===== src/rtl/param_deserializer.sv =====
`default_nettype none
// ============================================================================
// Module   : param_deserializer
// Brief    : Parametrised serial-to-parallel converter. Hunts for a sync word
//            to establish word alignment, then emits aligned DATA_W-bit words
//            through a one-word valid/ready holding register with a sticky
//            overflow flag.
// Revision : 1.0 - initial release
// ============================================================================
module param_deserializer #(
  parameter int                 DATA_W    = 16,
  parameter bit                 LSB_FIRST = 1'b0,
  parameter logic [DATA_W-1:0]  SYNC_WORD = DATA_W'(16'hBC5A),
  parameter bit                 DROP_SYNC = 1'b1
) (
  input  logic              clk,
  input  logic              reset_n,
  input  logic              sdata,
  input  logic              bit_en,
  input  logic              resync,
  input  logic              clr_ovf,
  output logic [DATA_W-1:0] out_data,
  output logic              out_valid,
  input  logic              out_ready,
  output logic              locked,
  output logic              is_sync,
  output logic              overflow
);

  localparam int                c_CNT_W = $clog2(DATA_W);
  localparam logic [c_CNT_W-1:0] c_LAST = c_CNT_W'(DATA_W - 1);

  typedef enum logic [0:0] {
    S_HUNT   = 1'b0,
    S_LOCKED = 1'b1
  } state_t;

  state_t              r_state;
  state_t              w_state_nxt;
  logic [c_CNT_W-1:0]  r_bit_cnt;
  logic [c_CNT_W-1:0]  w_bit_cnt_nxt;
  logic [DATA_W-1:0]   r_shreg;
  logic [DATA_W-1:0]   w_shifted;
  logic [DATA_W-1:0]   w_nxt;
  logic                w_word_done;
  logic                w_is_sync_word;
  logic                w_offer;
  logic                w_consume;
  logic                w_drop;
  logic [DATA_W-1:0]   r_out_data;
  logic                r_out_valid;
  logic                r_is_sync;
  logic                r_overflow;

  // Bit order only changes which end of the shift register the new bit enters.
  generate
    if (LSB_FIRST) begin : g_lsb_first
      assign w_shifted = {sdata, r_shreg[DATA_W-1:1]};
    end else begin : g_msb_first
      assign w_shifted = {r_shreg[DATA_W-2:0], sdata};
    end
  endgenerate

  assign w_nxt          = bit_en ? w_shifted : r_shreg;
  assign w_is_sync_word = (w_nxt == SYNC_WORD);
  assign w_offer        = w_word_done && !(DROP_SYNC && w_is_sync_word);
  assign w_consume      = r_out_valid && out_ready;
  assign w_drop         = w_offer && r_out_valid && !out_ready;

  // Serial shift register, advanced only on qualified bits.
  always_ff @(posedge clk or negedge reset_n) begin
    if (!reset_n) begin
      r_shreg <= '0;
    end else if (bit_en) begin
      r_shreg <= w_shifted;
    end
  end

  // Alignment state and bit counter registers.
  always_ff @(posedge clk or negedge reset_n) begin
    if (!reset_n) begin
      r_state   <= S_HUNT;
      r_bit_cnt <= '0;
    end else begin
      r_state   <= w_state_nxt;
      r_bit_cnt <= w_bit_cnt_nxt;
    end
  end

  // Next-state: resync overrides everything and discards a word completing now.
  always_comb begin
    w_state_nxt   = r_state;
    w_bit_cnt_nxt = r_bit_cnt;
    w_word_done   = 1'b0;
    if (resync) begin
      w_state_nxt   = S_HUNT;
      w_bit_cnt_nxt = '0;
    end else begin
      case (r_state)
        S_HUNT: begin
          if (bit_en && w_is_sync_word) begin
            w_state_nxt   = S_LOCKED;
            w_bit_cnt_nxt = '0;
          end
        end
        S_LOCKED: begin
          if (bit_en) begin
            if (r_bit_cnt == c_LAST) begin
              w_bit_cnt_nxt = '0;
              w_word_done   = 1'b1;
            end else begin
              w_bit_cnt_nxt = r_bit_cnt + 1'b1;
            end
          end
        end
        default: begin
          w_state_nxt   = S_HUNT;
          w_bit_cnt_nxt = '0;
        end
      endcase
    end
  end

  // Holding register: load when empty or being drained, otherwise hold.
  always_ff @(posedge clk or negedge reset_n) begin
    if (!reset_n) begin
      r_out_data  <= '0;
      r_out_valid <= 1'b0;
      r_is_sync   <= 1'b0;
    end else if (w_offer && (!r_out_valid || out_ready)) begin
      r_out_data  <= w_nxt;
      r_out_valid <= 1'b1;
      r_is_sync   <= w_is_sync_word;
    end else if (w_consume) begin
      r_out_valid <= 1'b0;
    end
  end

  // Sticky overflow; a drop wins over a simultaneous clear.
  always_ff @(posedge clk or negedge reset_n) begin
    if (!reset_n) begin
      r_overflow <= 1'b0;
    end else if (w_drop) begin
      r_overflow <= 1'b1;
    end else if (clr_ovf) begin
      r_overflow <= 1'b0;
    end
  end

  assign out_data  = r_out_data;
  assign out_valid = r_out_valid;
  assign is_sync   = r_is_sync;
  assign overflow  = r_overflow;
  assign locked    = (r_state == S_LOCKED);

endmodule
`default_nettype wire


===== config.mk =====
export PLATFORM = sky130hd
export DESIGN_NAME = param_deserializer
export DESIGN_NICKNAME = d
export VERILOG_FILES = /design/src/rtl/param_deserializer.sv
export SDC_FILE = /design/constraint.sdc
export NUM_CORES = 1
export LEC_CHECK = 0
export CORE_MARGIN = 4
export CORE_UTILIZATION = 40
export DETAILED_ROUTE_END_ITERATION = 7
export SLEW_MARGIN = 20
export SYNTH_ARGS = -nofsm -noshare
export SYNTH_HDL_FRONTEND = slang
export SYNTH_SLANG_ARGS = --single-unit

===== constraint.sdc =====
create_clock -name clk -period 3.11 [get_ports clk]
set_clock_uncertainty 0.15 [all_clocks]
set_input_delay 0.4665 -clock clk [delete_from_list [all_inputs] [get_ports clk]]
set_output_delay 0.4665 -clock clk [all_outputs]
set_load 0.005 [all_outputs]

**After elaboration in Yosys (flattened, before gate mapping)**

Index checks and enable logic that the tools add are counted.

- Equality and inequality tests: 4
- Bitwise operators: 1
- Reduce and logical (&&, ||, !) cells: 13
- $add $sub $neg: 1
- Multiplexer cells: 17

Operators by type and width:

| cell | number |
|---|---|
| $eq A16 B16 Y1 const B | 1 |
| $mux W16 | 1 |
| $mux W4 | 4 |
| $mux W1 | 11 |
| $pmux W4 S2 | 1 |
| $logic_and A1 B1 Y1 | 6 |
| $ne A3 B3 Y1 const B | 2 |
| $add A4 B1 Y4 const B | 1 |
| $eq A4 B4 Y1 const B | 1 |
| $reduce_bool A2 Y1 | 2 |
| $logic_not A1 Y1 | 3 |
| $reduce_and A2 Y1 | 1 |
| $logic_or A1 B1 Y1 | 1 |
| $not A1 Y1 | 1 |

- Output and inout port bits: 20
- Word-level logic and storage cells: 43
- Flip-flop bits (word level): 40

**Longest topological paths before layout**

Gate-level depths: netlist (run 1).

- Depth after elaboration: 9
- Depth in mapped cells: 6
- Depth with buffers taken out: 5

**Worst setup path after synthesis (run 1)**

OpenSTA, ideal clock, no wires.

- Path kind: in2reg
- From: in bit_en
- To: reg r_out_data[10], in the netlist out_data[10]
- Setup slack: 835 ps
- Data arrival time: 2000 ps
- Cell stages on the path: 6
- Required time: 2835 ps
- Path through: buf_6 -> and3b_1 -> o2111a_1 -> a311oi_4 -> buf_8 -> mux2_4

- Cells in the longest elaborated chain, start to end: 5
- Elaborated cells between the ends (all ways): 8

Ends and longest elaborated chain:

| what | line | RTL |
|---|---|---|
| start, declared | 19 | `input logic bit_en,` |
| $mux W16 / $mux W1 (equally long branches) | n/a |  |
| $eq A16 B16 Y1 / $mux W1 (equally long branches) | 65, 99 |  |
| $logic_not A1 Y1 / $mux W1 (equally long branches) | 66, 95 |  |
| $logic_and A1 B1 Y1 | 66 | `assign w_offer = w_word_done && !(DROP_SYNC && w_is_sync_word);` |
| $logic_and A1 B1 Y1 | 130 | `end else if (w_offer && (!r_out_valid \|\| out_ready)) begin` |
| end signal, assigned | 131 | `r_out_data <= w_nxt;` |
| end, declared | 50 | `logic [DATA_W-1:0] r_out_data;` |

Several ways; a longest one is shown, not always the timed one.
A chain may end at the register's enable or synchronous reset.

**Worst setup path after layout (run 1)**

- From: in bit_en
- To: reg r_out_data[11], in the netlist out_data[11]

Same word-level chain as after synthesis.

==> metrics.txt, run 1 <==
Pwr Total=between 1000 and 1500 uW; pin count of the biggest net entering global routing=41; Power Dens Cells=around 590 nW/um^2; clock sink total=40; antenna fix cells=0; antenna violations before repair=0; vias in the first global route=roughly 1300; gpl congestion=approximately 0.76; crit path kind=in2reg; library cells used by synthesis=36; DRC Markers=0; Horiz. Die Dim=between 70 and 80 um; Vias/cell=5.43; min Tclk post-route=~2.6 ns; DR pass1 iterations=4; leakage power=between 0.0009 and 0.001 uW; layout net count=roughly 170; top achievable clock speed=between 0.3 and 0.4 GHz; fraction of layout cells with a size suffix above 1=a little under a third; combinational share of power=~13%; core area=roughly 4400 um^2; die height=around 75 um; Synth Instances=128; Final HPWL DP=2500 um; setup violators final=0; Avg WL per Cell=between 15 and 20 um; Layout area overhead=25.1%; Synth Register Bits=40; max_cap viols=0; sequential element share of the synthesized area=around 56%; final core utilization=slightly above 50%; Yosys Warn Count=0; number of I/O pins=27; crit-path max FO=17; Finished Cell Area=roughly 2300 um^2; Iteration-0 DRC Markers=43; status=finished clean; CTS Root Cell=clkbuf_8; internal power=~1000 uW; Final Hold Viols=0; Crit. End Element=register; placed instance count=a little over 200; RSZ-0062 raised after global routing=no; Clock power frac=between 30% and 40%; Max Slew Vio Count=0; row count=24; Post-synth EDFFs=0; syn_area_per_cell=14.1 um^2; clk_lat worst skew=approximately 0.28 ns; ANT nets after route=0; arrival time of the worst setup path=between 2 and 3 ns; first-pass GRT wire length=just under 6000 um; crit path launch type=input port; Hold Path Class=in2async; FFs w/ async S/R, synth=100%; CTS max path bufs=2; Slew @ Worst Pin=between 0.8 and 0.9 ns; Net Sw Frac=a little under a quarter; Critical Path RT=3.13 ns; Most used DFF post-synth=dfrtp_1; port bufs=26; Post-CTS Setup Bufs=0; Syn Nets=between 100 and 150; total number of vias=roughly 1200; Overflow after GRT=0; GRT Util Overall=between 10% and 20%; setup TNS=0 ns; Finished Layout Cells=212; CTS H-tree depth=2; TritonCTS clock tree=done; post-route clock period utilization=between 80 and 90%; die area=around 5600 um^2; Net Switching=slightly above 300 uW; slew margin rel.=approximately two fifths; clk slew on worst S/H paths=about 0.07 ns; TritonCTS buffer count=5; post_cts resized=0; area post-placement=between 2000 and 2500 um^2; Reg power frac=about 50%; Syn Std Cell Area=about 1800 um^2; DRT Wirelength=3490 um; Starting Density=around two fifths; Peak VDD IR=0.267 mV; hold buffers post-CTS=0
-- area by class of cell --
class | count | area, um^2
Inverter | 5 | 18.8
Clock buffer | 5 | 68.8
Clock inverter | 2 | 60.1
Tap cell | 52 | 65.1
Multi-Input combinational cell | 78 | 744
Timing Repair Buffer | 30 | 298
Fill cell | 371 | 2100
Sequential cell | 40 | 1000
-- synthesized netlist by cell type (all sizes together), types with 3 or more instances --
| cell type | instances | area (um^2) |
|---|---|---|
| a21oi | 3 | 15.0 |
| mux2 | 33 | 405 |
| dfrtp | 40 | 1000 |
| o21ai | 3 | 15.0 |
| inv | 5 | 18.8 |
| nand3b | 3 | 22.5 |
| buf | 3 | 31.3 |
| a22oi | 3 | 27.5 |
| nand2 | 3 | 11.3 |
| o22ai | 3 | 18.8 |
| nor2 | 3 | 11.3 |
-- layout by cell type (no fill, tap or decap), types with 3 or more instances in the layout --
cell             synthesis  routed
nand3b_1                 3       3
inv_1                    5       5
mux2_4                   9       9
o21ai_0                  3       3
nor2_1                   3       3
buf_4                    0       3
o22ai_1                  3       3
nand2_1                  3       3
clkbuf_8                 0       5
dfrtp_1                 40      40
mux2_2                  24      24
a21oi_1                  3       3
clkdlybuf4s50_1          0      25
-- per-layer routing --
layer,track usage (%),vias up,share of wire [%]
li1,-,536,-
met1,17.3,581,45
met2,21.6,27,48
met3,5.07,7,5.2
met4,6.41,0,1.1
met5,0,-,0
-- worst max-delay path, cell delays in order --
cell	delay, ns
clkdlybuf4s50_1	0.56
buf_4	0.24
or3b_2	0.47
a22oi_2	0.25
a311oi_4	0.15
buf_12	0.18
mux2_4	0.30
-- flip-flops by register name, indices dropped and copies added (netlist names) --
name       flops
out_data      16
r_shreg       16
r_bit_cnt      4
is_sync        1
locked         1
out_valid      1
overflow       1
-- worst paths after layout --
| check | end | slack [ns] | start | depth (start not counted) |
|---|---|---|---|---|
| max in group asynchronous | locked$_DFF_PN0_ | 2.11 | reset_n | 1 |
| min in group clk | out_data[0]$_DFFE_PN0P_ | 0.36 | out_data[0]$_DFFE_PN0P_ | 1 |
| worst max register to register | out_data[6]$_DFFE_PN0P_ | 0.78 | r_bit_cnt[0]$_DFFE_PN0P_ | 6 |
| worst max-delay path | out_data[11]$_DFFE_PN0P_ | 0.50 | bit_en | 7 |
| worst min-delay path | r_bit_cnt[2]$_DFFE_PN0P_ | 0.14 | reset_n | 1 |
| worst min register to register | out_data[0]$_DFFE_PN0P_ | 0.36 | out_data[0]$_DFFE_PN0P_ | 1 |
-- kinds of logic (layout without fill, tap and decap cells) --
kind of cell | after synthesis | count (layout) | share of synthesized area (%)
buffers and inverters | 10 | 42 | 3.19
AND/OR/NAND/NOR | 26 | 26 | 9.85
multiplexers | 33 | 33 | 22.5
flip-flops | 40 | 40 | 55.5
AO/OA/AOI/OAI | 18 | 18 | 8.26
adder cells (fa/ha/maj) | 1 | 1 | 0.694
-- metrics by stage --
step | hold slack, ns | worst slack [ns]
floorplan | 0.0209 | 0.835
global placement | 0.336 | 0.263
detailed placement | 0.342 | 0.193
CTS | 0.183 | 0.503
global route | 0.219 | 0.415
finish | 0.135 | 0.503
-- power groups by stage --
stage | sequential [uW] | combinational [uW] | clock [uW]
6_report | 662 | 177 | 487
5_1_grt | 675 | 196 | 522
4_1_cts | 663 | 180 | 500
3_5_place_dp | 674 | 180 | 0
3_3_place_gp | 673 | 174 | 0
2_1_floorplan | 651 | 134 | 0
Power figures use the tool's default switching activity.
==> inputs of run 2 (changes only) <==
==> constraint.sdc (replaced) <==
create_clock -name clk -period 2.1 [get_ports clk]
set_clock_uncertainty 0.15 [all_clocks]
set_input_delay 0.315 -clock clk [delete_from_list [all_inputs] [get_ports clk]]
set_output_delay 0.315 -clock clk [all_outputs]
set_load 0.005 [all_outputs]
==> metrics.txt, run 2 (synthesis results as in run 1) <==
most common cell after layout, fill and taps aside=dfrtp_1; post-route clock period utilization=103%; GRT Util Overall=14.5% (+0.57 points); Power Dens Cells=716 nW/um^2 (+22%); CTS max path bufs=2 (unchanged); Layout area overhead=36.3%; Reg power frac=55.7% (+5.8 points); Max Slew Vio Count=0 (unchanged); CP bufs+invs=1 (-2); min Tclk post-route=2.17 ns; clock sink total=40 (unchanged); DRC Markers=0 (unchanged); status=finished, violations left; Fill cells=360 (-3.0%); setup ws final=-0.0730 ns (-0.576 ns); pin count of the biggest net entering global routing=41 (unchanged); Vias/cell=5.22 (-3.9%); Starting Density=41.4% (unchanged); total number of vias=1237 (+7.5%); internal power=1290 uW (+27%); antenna violations before repair=0 (unchanged); setup violators final=16 (+16); area post-placement=2250 um^2 (+5.6%); Overflow after GRT=0 (unchanged); arrival time of the worst setup path=2.19 ns (-0.44 ns); Critical Path RT=2.12 ns (-1.01 ns); RSZ-0062 raised after global routing=yes; Min Hold Slack=0.357 ns (+0.222 ns); vias in the first global route=1305 (+3.5%); Final HPWL DP=2560 um (+2.6%); most frequent cells in the layout=dfrtp_1, clkdlybuf4s50_1, buf_4; Hold Path Class=reg2reg; CTS Root Cell=clkbuf_8; row count=24 (unchanged); ANT nets after route=0 (unchanged); Max stage delay on crit path=0.40 ns (-0.16 ns); fraction of layout cells with a size suffix above 1=40.5% (+9.9 points); DR pass1 iterations=4 (unchanged); leakage power=0.00109 uW (+11%); CP delay by family, top=simple AND/OR/NAND/NOR gates; DRT Wirelength=3760 um (+7.7%); die height=75.1 um (unchanged); Net Sw Frac=26.7% (+3.3 points); first-pass GRT wire length=6130 um (+4.1%); Avg WL per Cell=15.9 um (-3.7%); Crit. End Element=register; Clock power frac=27.2% (-9.5 points); CTS H-tree depth=2 (unchanged); core area=4350 um^2 (unchanged); crit-path max FO=6 (-11); Finished Cell Area=2460 um^2 (+8.9%); Net Switching=471 uW (+51%); slew margin rel.=66.7% (+25 points); failing checks=setup timing; gpl congestion=0.762 (+0.86%); Final Hold Viols=0 (unchanged); Critical-path top delay cell=dfrtp_1; TritonCTS buffer count=5 (unchanged); TritonCTS clock tree=done; Slew @ Worst Pin=0.500 ns (-0.381 ns); port bufs=26 (unchanged); number of I/O pins=27 (unchanged); crit path kind=reg2reg; layout net count=193 (+15%); top achievable clock speed=~0.46 GHz; combinational share of power=17.1% (+3.7 points); Horiz. Die Dim=75.1 um (unchanged); die area=5650 um^2 (unchanged); antenna fix cells=0 (unchanged); clk_lat worst skew=0.28 ns (about the same); Peak VDD IR=0.473 mV (+77%); Iteration-0 DRC Markers=32 (-26%); clk slew on worst S/H paths=0.07 ns (about the same); max_cap viols=0 (unchanged); crit path cell chain=ha_4, nand3_2, or3_4, a311oi_4, clkbuf_16, mux2_4; crit path launch type=register
==> run 2: cell count changes in the layout (fill, tap and decap cells not counted), moves of 2 or more <==
| cell | previous run | this run |
|---|---|---|
| buf_4 | 3 | 24 |
| buf_6 | 0 | 3 |
| bufinv_16 | 2 | 0 |
| mux2_2 | 24 | 17 |
| mux2_4 | 9 | 16 |
==> run 2: power groups by stage <==
stage	logic [uW]	registers, uW	clock network (uW)
floorplan	199	964	0
global placement	285	993	0
detailed placement	291	997	0
CTS	302	983	498
global route	333	1000	527
finish	300	981	479
==> run 2: worst paths after layout <==
kind	from	endpoint	slack [ns]	cells past startpoint
setup / recovery	r_bit_cnt[1]$_DFFE_PN0P_	out_data[7]$_DFFE_PN0P_	-0.07	6
setup reg to reg	r_bit_cnt[1]$_DFFE_PN0P_	out_data[7]$_DFFE_PN0P_	-0.07	6
max in group asynchronous	reset_n	r_shreg[4]$_DFF_PN0_	0.99	3
min in group asynchronous	reset_n	r_bit_cnt[1]$_DFFE_PN0P_	0.46	3
hold / removal	is_sync$_DFFE_PN0P_	is_sync$_DFFE_PN0P_	0.36	1
hold reg to reg	is_sync$_DFFE_PN0P_	is_sync$_DFFE_PN0P_	0.36	1
==> run 2: worst reg2reg max path: cells and delay by family, from the launching register on <==
family	cells	cell delay, ns
AO/OA/AOI/OAI	1	0.40
multiplexers	1	0.30
AND/OR/NAND/NOR	2	0.41
buffers and inverters	1	0.24
adder cells (fa/ha/maj)	1	0.16
flip-flops	1	0.40
==> run 2: timing repair <==
item | in CTS | in global routing
pin swaps | 4 | 3
gates cloned | 1 | 0
setup buffers | 7 | 2
resized for setup | 9 | 6
hold buffers | 1 | 0
hold endpoints to repair | 40 | 0
endpoints found under the setup margin | 21 | 16
==> run 2: routing by layer <==
layer	vias up	GRT usage, %	wire (um)
met5	-	0	0
met4	0	4.66	28
met3	4	4.54	190
met2	31	23.6	1850
met1	615	18.3	1690
li1	587	-	-
==> run 2: cell type report <==
type,count,area (um^2),area share [%]
tap,52,65.1,2.65
sequential,40,1000,40.7
clock inverter,2,12.5,0.509
clock buffer,5,68.8,2.80
timing repair buffer,55,503,20.5
multi-input combinational,78,788,32.1
inverter,5,18.8,0.764
==> run 2: stage by stage <==
stage / setup TNS [ns] / total power, uW / utilization, % / setup slack, ns / std cells
4_1_cts: -1.10 / 1780 / 56.1 / -0.0958 / 236
3_3_place_gp: -7.95 / 1280 / 51.6 / -0.384 / 220
3_5_place_dp: -9.08 / 1290 / 51.6 / -0.451 / 220
5_1_grt: -1.72 / 1860 / 56.4 / -0.113 / 237
6_report: -1.04 / 1760 / 56.4 / -0.0730 / 237
2_1_floorplan: -0.925 / 1160 / - / -0.103 / 128
